## config.mk

```make
export PLATFORM = sky130hd
export DESIGN_NAME = seq_gen
export DESIGN_NICKNAME = d
export VERILOG_FILES = /design/src/rtl/seq_gen.sv
export SDC_FILE = /design/constraint.sdc
export NUM_CORES = 1
export LEC_CHECK = 0
export BUFFER_PORTS_ARGS = -buffer_cell sky130_fd_sc_hd__buf_2
export CAP_MARGIN = 0
export CORE_MARGIN = 5
export CORE_UTILIZATION = 30
export CTS_CLUSTER_SIZE = 14
export DETAILED_ROUTE_END_ITERATION = 6
export PLACE_DENSITY_LB_ADDON = 0.1
export SYNTH_ARGS = -nofsm -noshare
export SYNTH_HDL_FRONTEND = slang
export SYNTH_SLANG_ARGS = --single-unit
```

## constraint.sdc

```tcl
create_clock -name clk -period 1.7 [get_ports clk]
set_clock_uncertainty 0.05 [all_clocks]
set_input_delay 0.255 -clock clk [delete_from_list [all_inputs] [get_ports clk]]
set_output_delay 0.255 -clock clk [all_outputs]
set_load 0.05 [all_outputs]
```

## src/rtl/seq_gen.sv

```systemverilog
// Serial sequence generator: latches a W-bit pattern on start and shifts it out MSB-first,
// repeating it reps+1 times. Define SEQ_GEN_PARITY_EN to append an even-parity bit per repetition.
module seq_gen #(
  parameter int W     = 4,
  parameter int CNT_W = 4
) (
  input  logic             clk,
  input  logic             reset,
  input  logic             start,
  input  logic [W-1:0]     pattern,
  input  logic [CNT_W-1:0] reps,
  output logic             x,
  output logic             x_valid,
  output logic             busy,
  output logic             done
);

  localparam int BW = $clog2(W);
  localparam logic [BW-1:0] LastBit = BW'(W - 1);

  typedef enum logic [1:0] {
    IDLE,
    SEND
`ifdef SEQ_GEN_PARITY_EN
    ,
    PAR
`endif
  } state_t;

  state_t           state_q;
  logic [W-1:0]     shiftReg_q;
  logic [W-1:0]     savedPat_q;
  logic [CNT_W-1:0] repCnt_q;
  logic [BW-1:0]    bitCnt_q;
  logic             x_q;
  logic             valid_q;
  logic             busy_q;
  logic             done_q;

  // bitCnt_q tracks which pattern bit is on x, so the end-of-frame decision is
  // taken on the edge that retires bit W-1 (or the parity bit) and the next
  // frame's MSB appears with no gap cycle.
  always_ff @(posedge clk or negedge reset) begin
    if (!reset) begin
      state_q    <= IDLE;
      shiftReg_q <= '0;
      savedPat_q <= '0;
      repCnt_q   <= '0;
      bitCnt_q   <= '0;
      x_q        <= 1'b0;
      valid_q    <= 1'b0;
      busy_q     <= 1'b0;
      done_q     <= 1'b0;
    end else begin
      done_q <= 1'b0;
      case (state_q)
        IDLE: begin
          if (start) begin
            savedPat_q <= pattern;
            shiftReg_q <= pattern << 1;
            repCnt_q   <= reps;
            bitCnt_q   <= '0;
            x_q        <= pattern[W-1];
            valid_q    <= 1'b1;
            busy_q     <= 1'b1;
            state_q    <= SEND;
          end else begin
            x_q     <= 1'b0;
            valid_q <= 1'b0;
            busy_q  <= 1'b0;
          end
        end
        default: begin
          if (state_q == SEND && bitCnt_q != LastBit) begin
            x_q        <= shiftReg_q[W-1];
            shiftReg_q <= shiftReg_q << 1;
            bitCnt_q   <= bitCnt_q + 1'b1;
          end
`ifdef SEQ_GEN_PARITY_EN
          else if (state_q == SEND) begin
            x_q     <= ^savedPat_q;
            state_q <= PAR;
          end
`endif
          else if (repCnt_q != '0) begin
            repCnt_q   <= repCnt_q - 1'b1;
            shiftReg_q <= savedPat_q << 1;
            x_q        <= savedPat_q[W-1];
            bitCnt_q   <= '0;
            state_q    <= SEND;
          end else begin
            x_q     <= 1'b0;
            valid_q <= 1'b0;
            busy_q  <= 1'b0;
            done_q  <= 1'b1;
            state_q <= IDLE;
          end
        end
      endcase
    end
  end

  assign x       = x_q;
  assign x_valid = valid_q;
  assign busy    = busy_q;
  assign done    = done_q;

endmodule

```

==> summary.md, run 1 <==
| Metric | Value |
|---|---|
| Vias | `around 620` |
| Initial detailed-routing violation count | `17` |
| Tmin final | `between 1500 and 2000 ps` |
| Finished Cell Area | `around 1100 µm²` |
| H-tree levels | `1` |
| Initial antenna violation count | `0` |
| Worst Path Max Fanout | `4` |
| Flop pwr share | `0.338` |
| Starting density of the core | `0.317` |
| Seq/Total Area, Yosys | `0.479` |
| Power share of the combinational group | `0.554` |
| Unique masters post-synth | `25` |
| Root buffer cell | `clkbuf_4` |
| Worst setup SP type | `flop` |
| Hold Crit Class | `primary input to flop` |
| Vias in the first global route | `just over 600` |
| Arrival time worst endpoint | `approximately 1800 ps` |
| Drt first pass iters | `4` |
| Die area | `4150 µm²` |
| All-Layer GR Usage | `0.0856` |
| DRC viols | `0` |
| Post-Route WL | `1680 µm` |
| Hold_ws | `156 ps` |
| Finished Layout Cells | `138` |
| Grt met2 use | `0.128` |
| R2r setup slk | `around 9.5 ps` |
| Antenna cell count | `0` |
| Switch Pwr | `about 0.76 mW` |
| Core Footprint | `between 2000 and 3000 µm²` |
| Post-Syn Area | `between 800 and 900 µm²` |
| Flops & latches, synth | `17` |
| Fin crit share | `0.994` |
| Max rail drop VDD | `between 0.0006 and 0.0007 V` |
| Final setup fails | `0` |
| Grt ovf | `0` |
| Largest net degree at the start of global routing | `18` |
| Fraction of layout instances using a drive strength above 1 | `0.467` |
| Max cap viols | `0` |
| Switching share of power | `0.375` |
| Placed cells | `about 130` |
| CTS tree | `yes` |
| Syn nets | `90` |
| Status | `finished clean` |
| Num rows | `19` |
| WL/cell | `around 12 µm` |
| Die width | `between 60 and 70 µm` |
| Met3 Usage GRT | `0.0380` |
| Synth Area per Inst | `11.5 µm²` |
| Worst-margin pin slew | `between 300 and 400 ps` |
| Fmax achieved | `a little under 0.6 GHz` |
| Fin. Hold Viols | `0` |
| Clock power share | `0.108` |
| Unrepaired setup endpoints after global routing | `yes` |
| Total power | `approximately 2 mW` |
| Setup WS post-layout | `between 9 and 10 ps` |
| Hpwl dp | `roughly 1300 µm` |
| Slew margin rel. | `0.742` |
| Area growth syn-to-layout | `27.2%` |
| YS warnings | `0` |
| Met1 Use GR | `0.116` |
| Pwr Density | `approximately 1800 nW/µm²` |
| Dpl ws | `-16.8 ps` |
| Mapped Cells | `between 70 and 80` |
| Die H | `64.4 µm` |
| Io pins | `15` |
| DP Area | `approximately 1000 µm²` |
| Clock Path Buffers | `2` |
| Leakage power | `approximately 0.55 nW` |
| Clock slew at reported path FFs | `110 ps` |
| PortBufs | `14` |
| Critical path capture point type | `flop` |
| Vias per cell | `about 4.5` |
| Worst skew pair latency | `slightly below 300 ps` |
| Busiest metal layer after global routing | `met2` |
| Internal | `between 1 and 1.5 mW` |
| Routed Antenna Nets | `0` |
| First-pass GRT wire length | `2770 µm` |
| Nets@finish | `about 120` |
| Setup Crit Path Kind | `flop to flop` |
| Slew Limit Fails | `0` |
| GP Congestion | `0.688` |
| Clock Sinks | `17` |
| Req. time, crit path | `between 1500 and 2000 ps` |
| Number of buffers created by CTS | `3` |
routing by layer:
layer  share of wire  up-vias
met4          0.0078        0
li1                -      325
met5               0        -
met3           0.048        2
met1            0.50      287
met2            0.45       10
worst paths after layout:
path                                                 from                   endpoint  depth (start not counted)
worst max-delay path              repCnt_q[0]$_DFFE_PN0P_  shiftReg_q[1]$_DFFE_PN0P_                          5
worst min-delay path                           pattern[3]                x$_DFF_PN0_                          3
worst max register to register    repCnt_q[0]$_DFFE_PN0P_  shiftReg_q[1]$_DFFE_PN0P_                          5
worst min register to register  savedPat_q[0]$_DFFE_PN0P_  savedPat_q[0]$_DFFE_PN0P_                          1
max in group asynchronous                           reset  shiftReg_q[1]$_DFFE_PN0P_                          2
min in group asynchronous                           reset    repCnt_q[2]$_DFFE_PN0P_                          2
Yosys cell counts:
| cell type | count | area [µm²] |
|---|---|---|
| a21oi_1 | 3 | 15.0 |
| a22o_2 | 1 | 10.0 |
| a22oi_1 | 1 | 7.51 |
| a31oi_1 | 2 | 12.5 |
| a31oi_4 | 1 | 21.3 |
| and2b_1 | 1 | 7.51 |
| buf_2 | 1 | 5.00 |
| buf_4 | 1 | 7.51 |
| buf_6 | 2 | 22.5 |
| clkbuf_8 | 1 | 13.8 |
| dfrtp_1 | 17 | 425 |
| ha_1 | 2 | 25.0 |
| inv_1 | 8 | 30.0 |
| mux2_2 | 8 | 90.1 |
| mux2i_1 | 6 | 60.1 |
| nand2_1 | 3 | 11.3 |
| nand3_1 | 1 | 5.00 |
| nand4_1 | 1 | 6.26 |
| nor2_1 | 3 | 11.3 |
| nor2b_1 | 4 | 25.0 |
| nor3_1 | 1 | 5.00 |
| o21ai_0 | 6 | 30.0 |
| o22ai_4 | 1 | 20.0 |
| o31a_2 | 1 | 10.0 |
| or3b_4 | 1 | 11.3 |
through the flow:
step | TNS (ps) | utilization
after CTS | -73.6 | 0.400
final | 0 | 0.403
after floorplan | -71.7 | -
after global placement | 0 | 0.372
after detailed placement | -47.3 | 0.372
after global routing | -168 | 0.403
worst max-delay path, stage by stage (launching register included):
cell and delay [ps]:
dfrtp_1 400, inv_2 80, ha_4 130, or3b_4 410, o22ai_4 190, mux2_4 320
final cells by class:
type                            count  area (µm²)
Multi-Input combinational cell     47         408
Inverter                            8        30.0
Clock inverter                      1        5.00
Clock buffer                        3        22.5
Tap cell                           31        38.8
Fill cell                         288        1680
Timing Repair Buffer               31         200
Sequential cell                    17         425
what timing repair did:
| item | CTS | global route |
|---|---|---|
| cloned | 0 | 0 |
| endpoints found under the setup margin | 3 | 7 |
| gates resized for setup | 4 | 0 |
| pin swaps | 2 | 2 |
| hold buffers | 1 | 0 |
| hold endpoints to repair | 17 | 0 |
| buffers inserted | 4 | 1 |
logic make-up after synthesis:
family / count (synthesis) / synth area share
multiplexers: 14 / 0.169
AO/OA/AOI/OAI: 16 / 0.142
adder cells (fa/ha/maj): 2 / 0.0282
flip-flops: 17 / 0.479
buffers and inverters: 13 / 0.0887
AND/OR/NAND/NOR: 15 / 0.0929
cells in the final DEF (no fill, tap or decap), types with 2 or more instances in the layout:
cell type | synthesis | layout
o21ai_0 | 6 | 6
dfrtp_1 | 17 | 17
a31oi_1 | 2 | 2
mux2_2 | 8 | 5
nor2_1 | 3 | 3
mux2i_1 | 6 | 6
buf_4 | 1 | 16
clkbuf_4 | 0 | 3
nor2b_1 | 4 | 4
buf_2 | 1 | 14
nand2_1 | 3 | 3
a21oi_1 | 3 | 3
inv_2 | 0 | 2
inv_1 | 8 | 6
mux2_4 | 0 | 3
registers in the layout, indices dropped and copies added (netlist names):
name	flops
state_q	1
bitCnt_q	2
repCnt_q	4
savedPat_q	4
shiftReg_q	3
done	1
busy	1
x	1
power groups by stage:
stage / registers, mW / logic (mW) / clock network, mW
floorplan: 0.768 / 0.696 / 0
global placement: 0.691 / 1.02 / 0
detailed placement: 0.693 / 1.03 / 0
CTS: 0.688 / 1.13 / 0.236
global route: 0.712 / 1.24 / 0.250
finish: 0.688 / 1.13 / 0.221
No activity file was read; power rests on OpenSTA's default activity.
==> inputs of run 2 (changes only) <==
Settings changed: CORE_ASPECT_RATIO set to 0.8.
==> summary.md, run 2 (same netlist as run 1, synthesis figures left out) <==
| Metric | Value |
|---|---|
| Status | `finished clean` |
| Arrival time worst endpoint | `1780 ps (-40 ps)` |
| Routed Antenna Nets | `0 (unchanged)` |
| All-Layer GR Usage | `0.0962 (+0.0106)` |
| Met2 Wirelength | `753 µm (+0.53%)` |
| Hold path start | `pattern[3]` |
| Total power | `2.09 mW (+2.4%)` |
| Slew Limit Fails | `0 (unchanged)` |
| WL/cell | `12.2 µm (+0.26%)` |
| Setup Crit Path Kind | `flop to flop` |
| Fmax achieved | `0.592 GHz (about the same)` |
| Starting density of the core | `0.316 (about the same)` |
| Pwr Density | `1840 nW/µm² (+1.9%)` |
| Fin crit share | `0.994 (about the same)` |
| Req. time, crit path | `1790 ps (-40 ps)` |
| H-tree levels | `1 (unchanged)` |
| WHS Endpoint | `x$_DFF_PN0_` |
| Worst skew pair latency | `250 ps (-40 ps)` |
| Max rail drop VDD | `0.000738 V (+22%)` |
| Die H | `58.7 µm (-8.9%)` |
| Slew margin rel. | `0.743 (about the same)` |
| # fillers | `296 (+2.8%)` |
| Max cap viols | `0 (unchanged)` |
| Num rows | `17 (-2)` |
| Core Footprint | `2810 µm² (about the same)` |
| Hpwl dp | `1320 µm (+5.0%)` |
| Clock Path Buffers | `2 (unchanged)` |
| Largest net degree at the start of global routing | `18 (unchanged)` |
| Io pins | `15 (unchanged)` |
| Clock slew at reported path FFs | `70 ps (-40 ps)` |
| Die width | `70.8 µm (+10%)` |
| Fin. Hold Viols | `0 (unchanged)` |
| Root buffer cell | `clkbuf_8` |
| Hold Crit Class | `primary input to flop` |
| Die area | `4160 µm² (+0.17%)` |
| Tmin final | `1690 ps (-1.16 ps)` |
| DRC viols | `0 (unchanged)` |
| Antenna cell count | `0 (unchanged)` |
| Worst setup SP type | `flop` |
| Vias in the first global route | `681 (+12%)` |
| Initial detailed-routing violation count | `12 (-5)` |
| Clock Sinks | `17 (unchanged)` |
| R2r endpoint | `shiftReg_q[3]$_DFFE_PN0P_` |
| Nets@finish | `118 (-2.5%)` |
| Worst r2r path cells | `5 (unchanged)` |
| Final setup fails | `0 (unchanged)` |
| Vias | `639 (+2.4%)` |
| Initial antenna violation count | `0 (unchanged)` |
| Leakage power | `0.546 nW (-1.3%)` |
| Worst-margin pin slew | `386 ps (-0.997 ps)` |
| Top flop regs | `repCnt_q: 4 flops, savedPat_q: 4 flops, shiftReg_q: 3 flops` |
| Placed cells | `135 (+5.5%)` |
| Highest metal used | `met4` |
| Metal1 wirelength | `864 µm (+3.8%)` |
| Routed wl met3 | `94 µm (+18%)` |
| Worst hold path depth | `3 (unchanged)` |
| Finished Layout Cells | `142 (+2.9%)` |
| Grt ovf | `0 (unchanged)` |
| First-pass GRT wire length | `3070 µm (+11%)` |
| Area growth syn-to-layout | `27.7%` |
| FF-to-FF Start | `repCnt_q[1]$_DFFE_PN0P_` |
| Fraction of layout instances using a drive strength above 1 | `0.452 (-0.0154)` |
| Unrepaired setup endpoints after global routing | `yes` |
| Post-Route WL | `1730 µm (+3.2%)` |
| PortBufs | `14 (unchanged)` |
| Highest-count cells in the layout ignoring fill and taps | `dfrtp_1, buf_2, buf_4` |
| Vias per cell | `4.50 (-0.48%)` |
| CTS tree | `yes` |
| R2r setup slk | `10 ps (about the same)` |
| Commonest non-fill, non-tap cell in the layout | `dfrtp_1` |
| Drt first pass iters | `3 (-1)` |
| Number of buffers created by CTS | `3 (unchanged)` |
| GP Congestion | `0.750 (+9.0%)` |
| Worst Path Max Fanout | `4 (unchanged)` |
| Critical path capture point type | `flop` |
run 2: cell count changes in the layout (fill, tap and decap cells not counted):
cell | before | now
buf_4 | 16 | 13
clkbuf_4 | 3 | 0
clkbuf_8 | 0 | 3
run 2: worst max-delay path, stage by stage (launching register included):
cell	delay (ps)
dfrtp_1	380
inv_2	80
ha_4	130
or3b_4	410
o22ai_4	200
mux2_4	320
run 2: worst max path at each step:
stage / start / endpoint / slack, ps / cells past startpoint
floorplan: repCnt_q[0]$_DFFE_PN0P_ / shiftReg_q[1]$_DFFE_PN0P_ / -20 / 5
global placement: repCnt_q[0]$_DFFE_PN0P_ / shiftReg_q[2]$_DFFE_PN0P_ / 20 / 5
detailed placement: repCnt_q[1]$_DFFE_PN0P_ / shiftReg_q[2]$_DFFE_PN0P_ / -30 / 5
CTS: repCnt_q[0]$_DFFE_PN0P_ / shiftReg_q[3]$_DFFE_PN0P_ / -20 / 5
global route: repCnt_q[1]$_DFFE_PN0P_ / shiftReg_q[3]$_DFFE_PN0P_ / -30 / 5
finish: repCnt_q[1]$_DFFE_PN0P_ / shiftReg_q[3]$_DFFE_PN0P_ / 10 / 5
run 2: per-layer routing:
layer | global-route usage | up-vias
li1 | - | 320
met1 | 0.127 | 304
met3 | 0.0375 | 2
met4 | 0.0402 | 0
met2 | 0.140 | 13
met5 | 0 | -
run 2: layout make-up:
class | count | area (µm²) | area share
Sequential cell | 17 | 425 | 0.375
Multi-Input combinational cell | 47 | 408 | 0.359
Timing Repair Buffer | 28 | 178 | 0.157
Tap cell | 38 | 47.5 | 0.0419
Clock buffer | 3 | 41.3 | 0.0364
Inverter | 8 | 30.0 | 0.0265
Clock inverter | 1 | 5.00 | 0.00441
run 2: where the power goes:
part	leakage (nW)	internal, mW	switching (mW)
sequential	0.207	0.586	0.102
clock	0.0255	0.163	0.143
combinational	0.313	0.564	0.530
run 2: what timing repair did:
item | 4_1_cts | 5_1_grt
buffers inserted | 1 | 1
hold buffers | 1 | 0
gates resized for setup | 4 | 0
cloned | 0 | 0
setup endpoints to repair | 3 | 5
hold endpoints to repair | 17 | 0
pin swaps | 1 | 3
run 2: per-stage QoR:
stage	instance area [µm²]	setup WS [ps]	utilization	hold WS, ps	TNS (ps)
floorplan	900	-23.9	-	-90.6	-71.7
global placement	1050	17.0	0.374	148	0
CTS	1130	-21.8	0.402	185	-51.6
detailed placement	1050	-28.6	0.374	162	-84.0
finish	1130	10.6	0.404	194	0
global route	1130	-25.6	0.404	196	-66.0
